`src/rtl/pcie_rx_symbol_aligner_if.sv`:
```
// pcie_rx_symbol_aligner_if: decoded-symbol input bus and aligned-symbol output bus.
interface pcie_rx_symbol_aligner_if;
    logic        in_valid;
    logic [15:0] in_data;
    logic [1:0]  in_charisk;
    logic [1:0]  in_err;
    logic        out_valid;
    logic [15:0] out_data;
    logic [1:0]  out_charisk;
    logic [1:0]  out_err;
    logic [1:0]  out_skp;
    modport master (
        output in_valid, in_data, in_charisk, in_err,
        input  out_valid, out_data, out_charisk, out_err, out_skp
    );
    modport slave (
        input  in_valid, in_data, in_charisk, in_err,
        output out_valid, out_data, out_charisk, out_err, out_skp
    );
endinterface

```
`src/rtl/pcie_rx_symbol_aligner.sv`:
```
// pcie_rx_symbol_aligner: aligns a 2-symbol lane so COM lands in slot 0, tracks lock and symbol errors.
module pcie_rx_symbol_aligner #(
    parameter int ERR_LOCK_LIMIT = 4,
    parameter int ERR_CNT_WIDTH  = 16
) (
    input  logic                     clk,
    input  logic                     rst,
    pcie_rx_symbol_aligner_if.slave  bus,
    input  logic                     err_count_clr,
    output logic                     locked,
    output logic                     phase,
    output logic [ERR_CNT_WIDTH-1:0] err_count
);
    localparam int RW = $clog2(ERR_LOCK_LIMIT + 1);
    localparam int CW = ERR_CNT_WIDTH + 1;
    typedef enum logic {HUNT, LOCKED} state_t;
    state_t            state;
    logic [15:0]       prev_data, mux_data;
    logic [1:0]        prev_k, prev_e, mux_k, mux_e, mux_skp;
    logic [RW-1:0]     run, run_nxt;
    logic              com0, com1, phase_sel, lose, lock_now, stay;
    logic [CW-1:0]     err_sum;
    always_comb begin
        com0      = prev_k[0] && prev_data[7:0] == 8'hBC;
        com1      = prev_k[1] && prev_data[15:8] == 8'hBC;
        phase_sel = com0 ? 1'b0 : com1 ? 1'b1 : phase;
        run_nxt   = bus.in_err == 2'b00 ? '0 :
                    run == RW'(ERR_LOCK_LIMIT) ? run : run + RW'(1);
        lose      = state == LOCKED && run_nxt == RW'(ERR_LOCK_LIMIT);
        lock_now  = state == HUNT && (com0 || com1);
        stay      = state == LOCKED && !lose;
        mux_data  = phase_sel ? {bus.in_data[7:0], prev_data[15:8]} : prev_data;
        mux_k     = phase_sel ? {bus.in_charisk[0], prev_k[1]} : prev_k;
        mux_e     = phase_sel ? {bus.in_err[0], prev_e[1]} : prev_e;
        mux_skp   = {mux_k[1] && mux_data[15:8] == 8'h1C, mux_k[0] && mux_data[7:0] == 8'h1C};
        // clear takes effect first so a same-edge word still gets counted
        err_sum   = {1'b0, err_count_clr ? '0 : err_count}
                    + CW'(bus.in_err[0]) + CW'(bus.in_err[1]);
    end
    assign locked = state == LOCKED;
    always_ff @(posedge clk or posedge rst) begin
        if (rst) begin
            state           <= HUNT;
            phase           <= 1'b0;
            prev_data       <= '0;
            prev_k          <= '0;
            prev_e          <= '0;
            run             <= '0;
            err_count       <= '0;
            bus.out_valid   <= 1'b0;
            bus.out_data    <= '0;
            bus.out_charisk <= '0;
            bus.out_err     <= '0;
            bus.out_skp     <= '0;
        end else begin
            bus.out_valid <= 1'b0;
            if (bus.in_valid) begin
                prev_data <= bus.in_data;
                prev_k    <= bus.in_charisk;
                prev_e    <= bus.in_err;
                run       <= lose ? '0 : run_nxt;
                phase     <= lose ? phase : phase_sel;
                state     <= (lock_now || stay) ? LOCKED : HUNT;
                err_count <= err_sum[CW-1] ? '1 : err_sum[CW-2:0];
                if (lock_now || stay) begin
                    bus.out_valid   <= 1'b1;
                    bus.out_data    <= mux_data;
                    bus.out_charisk <= mux_k;
                    bus.out_err     <= mux_e;
                    bus.out_skp     <= mux_skp;
                end
            end else if (err_count_clr) begin
                err_count <= '0;
            end
        end
    end
endmodule

```
`src/flat_wrapper.sv`:
```
// flat-port wrapper written by rule: the top's interface ports become plain ports
module pcie_rx_symbol_aligner_flat 
#(
    parameter int ERR_LOCK_LIMIT = 4,
    parameter int ERR_CNT_WIDTH  = 16
)
  (clk, rst, err_count_clr, locked, phase, err_count, bus_in_valid, bus_in_data, bus_in_charisk, bus_in_err, bus_out_valid, bus_out_data, bus_out_charisk, bus_out_err, bus_out_skp);
  pcie_rx_symbol_aligner_if bus_i ();
  input  logic clk;
  input  logic rst;
  input  logic err_count_clr;
  output logic locked;
  output logic phase;
  output logic [ERR_CNT_WIDTH-1:0] err_count;
  input wire logic [$bits(bus_i.in_valid)-1:0] bus_in_valid;
  input wire logic [$bits(bus_i.in_data)-1:0] bus_in_data;
  input wire logic [$bits(bus_i.in_charisk)-1:0] bus_in_charisk;
  input wire logic [$bits(bus_i.in_err)-1:0] bus_in_err;
  output wire logic [$bits(bus_i.out_valid)-1:0] bus_out_valid;
  output wire logic [$bits(bus_i.out_data)-1:0] bus_out_data;
  output wire logic [$bits(bus_i.out_charisk)-1:0] bus_out_charisk;
  output wire logic [$bits(bus_i.out_err)-1:0] bus_out_err;
  output wire logic [$bits(bus_i.out_skp)-1:0] bus_out_skp;
  assign bus_i.in_valid = bus_in_valid;
  assign bus_i.in_data = bus_in_data;
  assign bus_i.in_charisk = bus_in_charisk;
  assign bus_i.in_err = bus_in_err;
  assign bus_out_valid = bus_i.out_valid;
  assign bus_out_data = bus_i.out_data;
  assign bus_out_charisk = bus_i.out_charisk;
  assign bus_out_err = bus_i.out_err;
  assign bus_out_skp = bus_i.out_skp;
  pcie_rx_symbol_aligner #(.ERR_LOCK_LIMIT(ERR_LOCK_LIMIT), .ERR_CNT_WIDTH(ERR_CNT_WIDTH)) u_core (.clk(clk), .rst(rst), .bus(bus_i), .err_count_clr(err_count_clr), .locked(locked), .phase(phase), .err_count(err_count));
endmodule
```
`config.mk`:
```
export PLATFORM = sky130hd
export DESIGN_NAME = pcie_rx_symbol_aligner_flat
export DESIGN_NICKNAME = d
export VERILOG_FILES = /design/src/rtl/pcie_rx_symbol_aligner_if.sv /design/src/rtl/pcie_rx_symbol_aligner.sv /design/src/flat_wrapper.sv
export SDC_FILE = /design/constraint.sdc
export NUM_CORES = 1
export LEC_CHECK = 0
export ABC_AREA = 1
export CAP_MARGIN = 20
export CORE_MARGIN = 5
export CORE_UTILIZATION = 45
export DETAILED_ROUTE_END_ITERATION = 12
export PLACE_DENSITY = 0.75
export SLEW_MARGIN = 10
export SYNTH_ARGS = -nofsm -noshare
export SYNTH_HDL_FRONTEND = slang
export SYNTH_SLANG_ARGS = --single-unit
export TNS_END_PERCENT = 5
```
`constraint.sdc`:
```
create_clock -name clk -period 2.8 [get_ports clk]
set_clock_uncertainty 0.05 [all_clocks]
set_input_delay 0.56 -clock clk [delete_from_list [all_inputs] [get_ports clk]]
set_output_delay 0.56 -clock clk [all_outputs]
set_load 0.02 [all_outputs]
```
# Word level (Yosys, flattened, before mapping)
# Cells that the tools add are included.
# classes
add_sub_neg	3
eq_ne	6
n_mux	13
bitwise	2
n_reduce_logical	13
# op_table
operator	n
$mux 16	4
$add 16x1->17	1
$add 17x1->17	1
$eq 8x5->1 const B	2
$eq 8x8->1 const B	2
$mux 3	3
$logic_and 1x1->1	7
$eq 3x3->1 const B	2
$mux 1	4
$mux 2	2
$reduce_and 2->1	2
$add 3x1->3 const B	1
$logic_not 2->1	1
$logic_or 1x1->1	2
$not 1->1	2
$logic_not 1->1	1
# word_totals
register_bits	64
out_inout_bits	41
wordCells	49

# Logic depth before layout (Yosys ltp)
# depth
word_depth	10
mapped_depth	16

# Worst setup path before layout
# Ideal clock, no wire load.
# synth_path
kind	input-to-reg
start	in err_count_clr
end	reg u_core.err_count[14]
setup_ns	0.125
arrival_time_ns	2.272
required_ns	2.625
path_slack_ns	0.353
stages	16
cell_sequence	clkinv_2 > nand2_1 > fa_1 > inv_1 > ha_1 > nand2_1 > nor2_2 > nand2_2 > nor2_2 > nand3_2 > nor2_4 > nand2_1 > nor2_2 > nand2_1 > nand2_1 > nand3_1
# synth_via
elab_chain_len	5
# synth_rtl
item	line_no	source
start, declared	flat_wrapper.sv:11	input logic err_count_clr;
$mux 16 (*)	pcie_rx_symbol_aligner.sv:37	err_sum = {1'b0, err_count_clr ? '0 : err_count}
$add 16x1->17	pcie_rx_symbol_aligner.sv:38	+ CW'(bus.in_err[0]) + CW'(bus.in_err[1]);
$add 17x1->17	pcie_rx_symbol_aligner.sv:38	
$mux 16	pcie_rx_symbol_aligner.sv:64	err_count <= err_sum[CW-1] ? '1 : err_sum[CW-2:0];
$mux 16 (*)	pcie_rx_symbol_aligner.sv:57	if (bus.in_valid) begin
end signal, assigned	pcie_rx_symbol_aligner.sv:64	
end, declared	pcie_rx_symbol_aligner.sv:12	output logic [ERR_CNT_WIDTH-1:0] err_count
# Mark *: on every way between the ends. The rest lies on a longest branch, timed or not.
# A chain may end at the register's enable or synchronous reset.

# Worst setup path after layout
# layout_path
start	in bus_in_err[0]
end	reg u_core.err_count[14]
# layout_via
elab_chain_len	4
# layout_rtl
item	line_no	source
start, declared	flat_wrapper.sv:18	input wire logic [$bits(bus_i.in_err)-1:0] bus_in_err;
$add 16x1->17	pcie_rx_symbol_aligner.sv:38	
$add 17x1->17	pcie_rx_symbol_aligner.sv:38	
$mux 16	pcie_rx_symbol_aligner.sv:64	
$mux 16	pcie_rx_symbol_aligner.sv:57	
# No other way between the ends.

==> impl_metrics.json <==
{
  "hold_violations": 0,
  "cp_slowest_cell": "clkdlybuf4s50_1",
  "grt_max_degree": 39,
  "design_area_mm2": 0.004265,
  "grtUsageMet3_pct": 4.025,
  "place.gp.congestion": 0.8739,
  "whs_ns": 0.4251,
  "cts_max_level": 3,
  "cp-end-kind": "flip-flop",
  "worst_pin_slew_ns": 0.5626,
  "cts_tree": "built",
  "dp_hpwl_um": 6065,
  "synth_warnings": 0,
  "setup_viol": 0,
  "portBuffers": 64,
  "synth_seq_cells": 64,
  "outcome": "complete, no violations",
  "period_share_pct": 95.11,
  "min_to": "u_core.bus.out_charisk[0]",
  "cp.required_ns": 2.98,
  "post-route-util_pct": 59.44,
  "clockBufferDepth": 2,
  "avgSynthCellArea_um2": 7.729,
  "startpoint": "bus_in_err[0]",
  "ir_drop_v": 0.0002669,
  "synth_edf_count": 0,
  "maxSlewViolCount": 0,
  "core-area_mm2": 0.007176,
  "fmaxAchievable_mhz": 375.5,
  "fill_cells": 639,
  "drtIter0Drc": 134,
  "ys.flop_type": "dfrtp_1",
  "fp.dieH_um": 95.24,
  "reg2reg_depth": 15,
  "min_period_ns": 2.663,
  "layout-drive-gt1-share_pct": 10.16,
  "slew_headroom_pct": 62.44,
  "holdBufCountCts": 0,
  "worstHoldPathType": "flip-flop to flip-flop",
  "clk_latency_ns": 0.34,
  "grt_pass1_wl_um": 13450,
  "r2r-start": "u_core.err_count[0]",
  "setup_tns_ns": 0,
  "worstSetupStartpointType": "input pin",
  "dr.pass1.iters": 5,
  "synthTopCellsByArea": "dfrtp_1 (49%), nand2_1 (15%), o21ai_0 (5.5%), nand3_1 (5.4%), inv_1 (5.3%)",
  "rr_endpoint": "u_core.err_count[14]",
  "globalRouteOverflowTotal": 0,
  "io_pins": 65,
  "grt-busiest-layer": "met2",
  "dr_total_vias": 2983,
  "r2r_setup_slack_ns": 0.50,
  "crit_chain": "clkdlybuf4s50_1, inv_1, fa_2, inv_2, ha_2, nand2_1, nor2_2, nand2_2, nor2_4, nand3_2, nor2_4, nand2_1, nor2_2, nand2_1, nand2_1, nand3_1",
  "max_stage_delay_ns": 0.49,
  "multi_input_area_mm2": 0.001411,
  "wl_per_cell_um": 13.62,
  "root_buffer": "clkbuf_8",
  "synth_fp_nets": 451,
  "nets": 528,
  "dp.cells": 586,
  "yosysMostFrequentCell": "nand2_1",
  "grtUsageMet2_pct": 30.03,
  "cts_made_buffers": 9,
  "grt_pass1_vias": 2849,
  "die_w_um": 95.24,
  "path_clk_slew_ns": 0.07,
  "synth_cells": 423,
  "clock-sinks": 64,
  "use_met1_pct": 25.99,
  "rows": 31,
  "worstSetupPathType": "input pin to flip-flop",
  "syn_to_final_growth_pct": 30.46,
  "postRouteAntennaNets": 0,
  "path_common_cell": "nand2_1",
  "stdcell_count": 601,
  "drv_cap": 0,
  "synth.top_cell.area_share_pct": 48.99,
  "hold_depth": 1,
  "yosysTopAreaCell": "dfrtp_1",
  "place_area_mm2": 0.004078,
  "syn_area_mm2": 0.003269,
  "leakage_uw": 0.002031,
  "register_area_mm2": 0.001602,
  "drc": 0,
  "min-delay-start": "u_core.bus.out_charisk[0]",
  "power_density_mw_per_mm2": 732.5,
  "start_util_pct": 45.56,
  "detail_route.vias_per_cell": 4.963,
  "routed_wl_um": 8186,
  "num_antenna_cells": 0,
  "synth-async-reset-ratio_pct": 100.0,
  "synthTopCellsByCount": "nand2_1 (133), dfrtp_1 (64), inv_1 (46), o21ai_0 (36), nand3_1 (35)",
  "grt_usage_pct": 19.27,
  "dieArea_mm2": 0.009070,
  "yosysSeqAreaShare_pct": 48.99,
  "critPathMaxFanout": 3,
  "arrival_ns": 2.85,
  "yosysUniqueCellTypes": 32,
  "antenna_found_initial": 0
}
cell usage in the layout, fill, tap and decap left out, types with 2 or more instances in the layout:
cell type,instances
nand2_1,133
dfrtp_1,64
clkdlybuf4s50_1,63
inv_1,44
o21ai_0,36
nand3_1,35
nor2_1,31
buf_4,16
clkbuf_8,11
nand3b_1,9
a21oi_1,8
a31oi_1,6
nand2_2,5
nand4_1,4
nor3_1,4
nor2_2,4
inv_2,3
nor3_2,2
nand3_2,2
clkinv_2,2
nor2_4,2
o21ai_1,2
nor4_1,2
ha_1,2
registers in the layout, indices dropped and copies added, names as in the netlist:
signal and count:
u_core.prev_data 16, u_core.bus.out_data 16, u_core.prev_e 2, u_core.bus.out_err 2
u_core.run 3, u_core.locked 1, u_core.bus.out_skp 2, u_core.prev_k 2
u_core.bus.out_valid 1, u_core.err_count 16, u_core.phase 1, u_core.bus.out_charisk 2
cell type report:
cell class                 count  share of cell area (%)
clock buffer                  12                   3.637
timing repair buffer          81                   18.36
inverter                      49                   4.341
sequential                    64                   37.55
multi-input combinational    295                   33.09
clock inverter                 1                  0.1173
tap                           99                   2.904
worst max-delay path: cells and delay by family:
kind | cells | cell delay, ns
AND/OR/NAND/NOR | 11 | 1.06
buffers and inverters | 3 | 0.64
adder cells (fa/ha/maj) | 2 | 0.59
worst max-delay path by stage:
stage / endpoint / depth (start not counted)
4_1_cts: u_core.err_count[14] / 16
3_3_place_gp: u_core.err_count[14] / 16
5_1_grt: u_core.err_count[14] / 16
6_report: u_core.err_count[14] / 16
3_5_place_dp: u_core.err_count[14] / 16
2_1_floorplan: u_core.err_count[14] / 16
per-layer routing:
metal / part of all wire [%] / vias up
met5: 0 / -
met4: 1.8 / 0
met2: 46 / 80
met3: 5.6 / 9
li1: - / 1502
met1: 46 / 1392
metrics by stage:
| stage | power (uW) | worst slack [ns] |
|---|---|---|
| 4_1_cts | 3139 | 0.1141 |
| 2_1_floorplan | 1954 | 0.3529 |
| 3_3_place_gp | 2411 | -0.1636 |
| 6_report | 3124 | 0.1369 |
| 3_5_place_dp | 2448 | -0.2469 |
| 5_1_grt | 3320 | -0.03788 |
power breakdown:
group	leakage [uW]	internal (uW)	switching [uW]	total [uW]
registers	0.000809	1130	120	1250
logic	0.00114	498	681	1180
clock network	0.0000842	354	341	695
total	0.00203	1980	1140	3120
cells by family (layout without fill, tap and decap cells):
| group | Yosys count | after routing | share of synthesized area (%) |
|---|---|---|---|
| AO/OA/AOI/OAI | 54 | 54 | 8.649 |
| AND/OR/NAND/NOR | 235 | 235 | 31.88 |
| adder cells (fa/ha/maj) | 4 | 4 | 1.761 |
| XOR/XNOR | 1 | 1 | 0.2679 |
| flip-flops | 64 | 64 | 48.99 |
| multiplexers | 1 | 1 | 0.3062 |
| buffers and inverters | 64 | 143 | 8.151 |
repair_timing:
item	CTS	global route
hold endpoints to repair	0	0
buffers inserted	0	2
setup endpoints to repair	0	2
gates resized for setup	0	5
Note: power is estimated with default switching activity, not from simulation.
==> RTL change, RTL diff (config.mk and constraints unchanged) <==
`ERR_LOCK_LIMIT` is set to 4 in 2 places; all go to 16.
--- a/src/rtl/pcie_rx_symbol_aligner.sv
+++ b/src/rtl/pcie_rx_symbol_aligner.sv
@@ -1,5 +1,5 @@
 // pcie_rx_symbol_aligner: aligns a 2-symbol lane so COM lands in slot 0, tracks lock and symbol errors.
 module pcie_rx_symbol_aligner #(
-    parameter int ERR_LOCK_LIMIT = 4,
+    parameter int ERR_LOCK_LIMIT = 16,
     parameter int ERR_CNT_WIDTH  = 16
 ) (
--- a/src/flat_wrapper.sv
+++ b/src/flat_wrapper.sv
@@ -2,5 +2,5 @@
 module pcie_rx_symbol_aligner_flat 
 #(
-    parameter int ERR_LOCK_LIMIT = 4,
+    parameter int ERR_LOCK_LIMIT = 16,
     parameter int ERR_CNT_WIDTH  = 16
 )
Formal check against the unedited RTL: not equivalent (a bounded check fails within 10 cycles, from zero or initial values and one cycle with rst high).
==> RTL change against the original RTL <==
Power increased by 1.9%. Via count increased by 6.6%. Synthesized area increased by 7.5%. Wire length rose by 1.8%. Sequential cell count is 2 higher. Design area rose by 6.0%. Sequential share of layout area shrank 1.0 points. Setup slack improved by 0.048 ns. Global-route usage fell by 1.4 points. Largest power group unchanged.
==> RTL change: results <==
export IMPL_dp_cells=626
export IMPL_grt_pass1_wl_mm=14.2
export IMPL_placed_area_um2=4290
export IMPL_fmax_ghz=0.382
export IMPL_netlist_top_cells_area="dfrtp_1 (47%), nand2_1 (17%), nand3_1 (6.7%)"
export IMPL_sh_seq_area=0.365
export IMPL_peakVddDrop_uv=267
export IMPL_synth_nets=491
export IMPL_die_x_um=98.4
export IMPL_grt_usage=0.179
export IMPL_endpoint="u_core.err_count[12]"
export IMPL_r2r_slack_ns=0.51
export IMPL_multi_input_area_um2=1550
export IMPL_status="finished, final reports clean"
export IMPL_r2r_cells=14
export IMPL_cts_buffers=9
export IMPL_clock_area_frac=0.0482
export IMPL_min_delay_start="u_core.bus.out_skp[1]"
export IMPL_pre_cts_slack_ns=-0.219
export IMPL_clkPwrFrac=0.275
export IMPL_clk_latency_ns=0.34
export IMPL_p_leak_nw=2.22
export IMPL_wl_mm=8.33
export IMPL_grt_max_degree=67
export IMPL_p_int_mw=2.10
export IMPL_viasPerCell=4.95
export IMPL_wl_per_cell_um=13.0
export IMPL_netlist_top_cells_count="nand2_1 (158), dfrtp_1 (66), inv_1 (50)"
export IMPL_worst_pin_slew_ns=0.423
export IMPL_clk_power_mw=0.875
export IMPL_yosys_warnings=0
export IMPL_fillers=719
export IMPL_clockRootBuffer="clkbuf_8"
export IMPL_inv_count=57
export IMPL_num_multi_input_gates=323
export IMPL_whs_ns=0.428
export IMPL_r2r_start="u_core.run[0]"
export IMPL_whs_endpoint="u_core.bus.out_skp[1]"
export IMPL_grt_pass1_vias=3091
export IMPL_hp_class="reg2reg"
export IMPL_worstReg2RegEnd="u_core.bus.out_data[0]"
export IMPL_seq_area_frac_synth=0.470
export IMPL_cp_arrival_ns=2.78
export IMPL_dp_hpwl_mm=6.17
export IMPL_ys_seq_elements=66
export IMPL_nets=564
export IMPL_n_all_buffers=79
export IMPL_drive_above_1_share=0.113
export IMPL_hold_depth=2
export IMPL_buf_share=0.168
export IMPL_globalplace_congestion=0.834
export IMPL_drtIter0Drc=177
export IMPL_synth_area_per_cell_um2=7.59
export IMPL_p_per_area_nw_per_um2=704
export IMPL_ys_types=34
RTL change: cell count changes after synthesis, sizes merged, moves of 3 or more:
| cell | delta |
|---|---|
| a21oi | -5 |
| a31oi | -6 |
| nor2 | -3 |
| nand3 | +13 |
| o21ai | +11 |
| buf | +5 |
| nand2 | +25 |
| clkbuf | -3 |
| inv | +9 |
RTL change: critical path, cell delays in order:
cell and delay [ns]:
clkdlybuf4s50_1 0.50, inv_2 0.06, fa_2 0.39, inv_2 0.07, ha_2 0.20, nand2_2 0.07, nor2_4 0.12, nand2_2 0.06
inv_2 0.05, nand2_1 0.06, nor2_2 0.14, inv_2 0.08, nor2_8 0.10, inv_1 0.08, o21ai_1 0.13, nand3_1 0.10
RTL change: routing by layer:
metal	GRT usage	wire length, µm
met3	0.0364	400
met2	0.284	3900
met5	0	0
met4	0.0693	128
met1	0.241	3900
RTL change: logic make-up after synthesis:
group,Yosys count,synth area share
simple gates,265,0.343
buf+inv,74,0.0918
flops,66,0.470
fa+ha+maj,4,0.0164
compound gates,54,0.0790
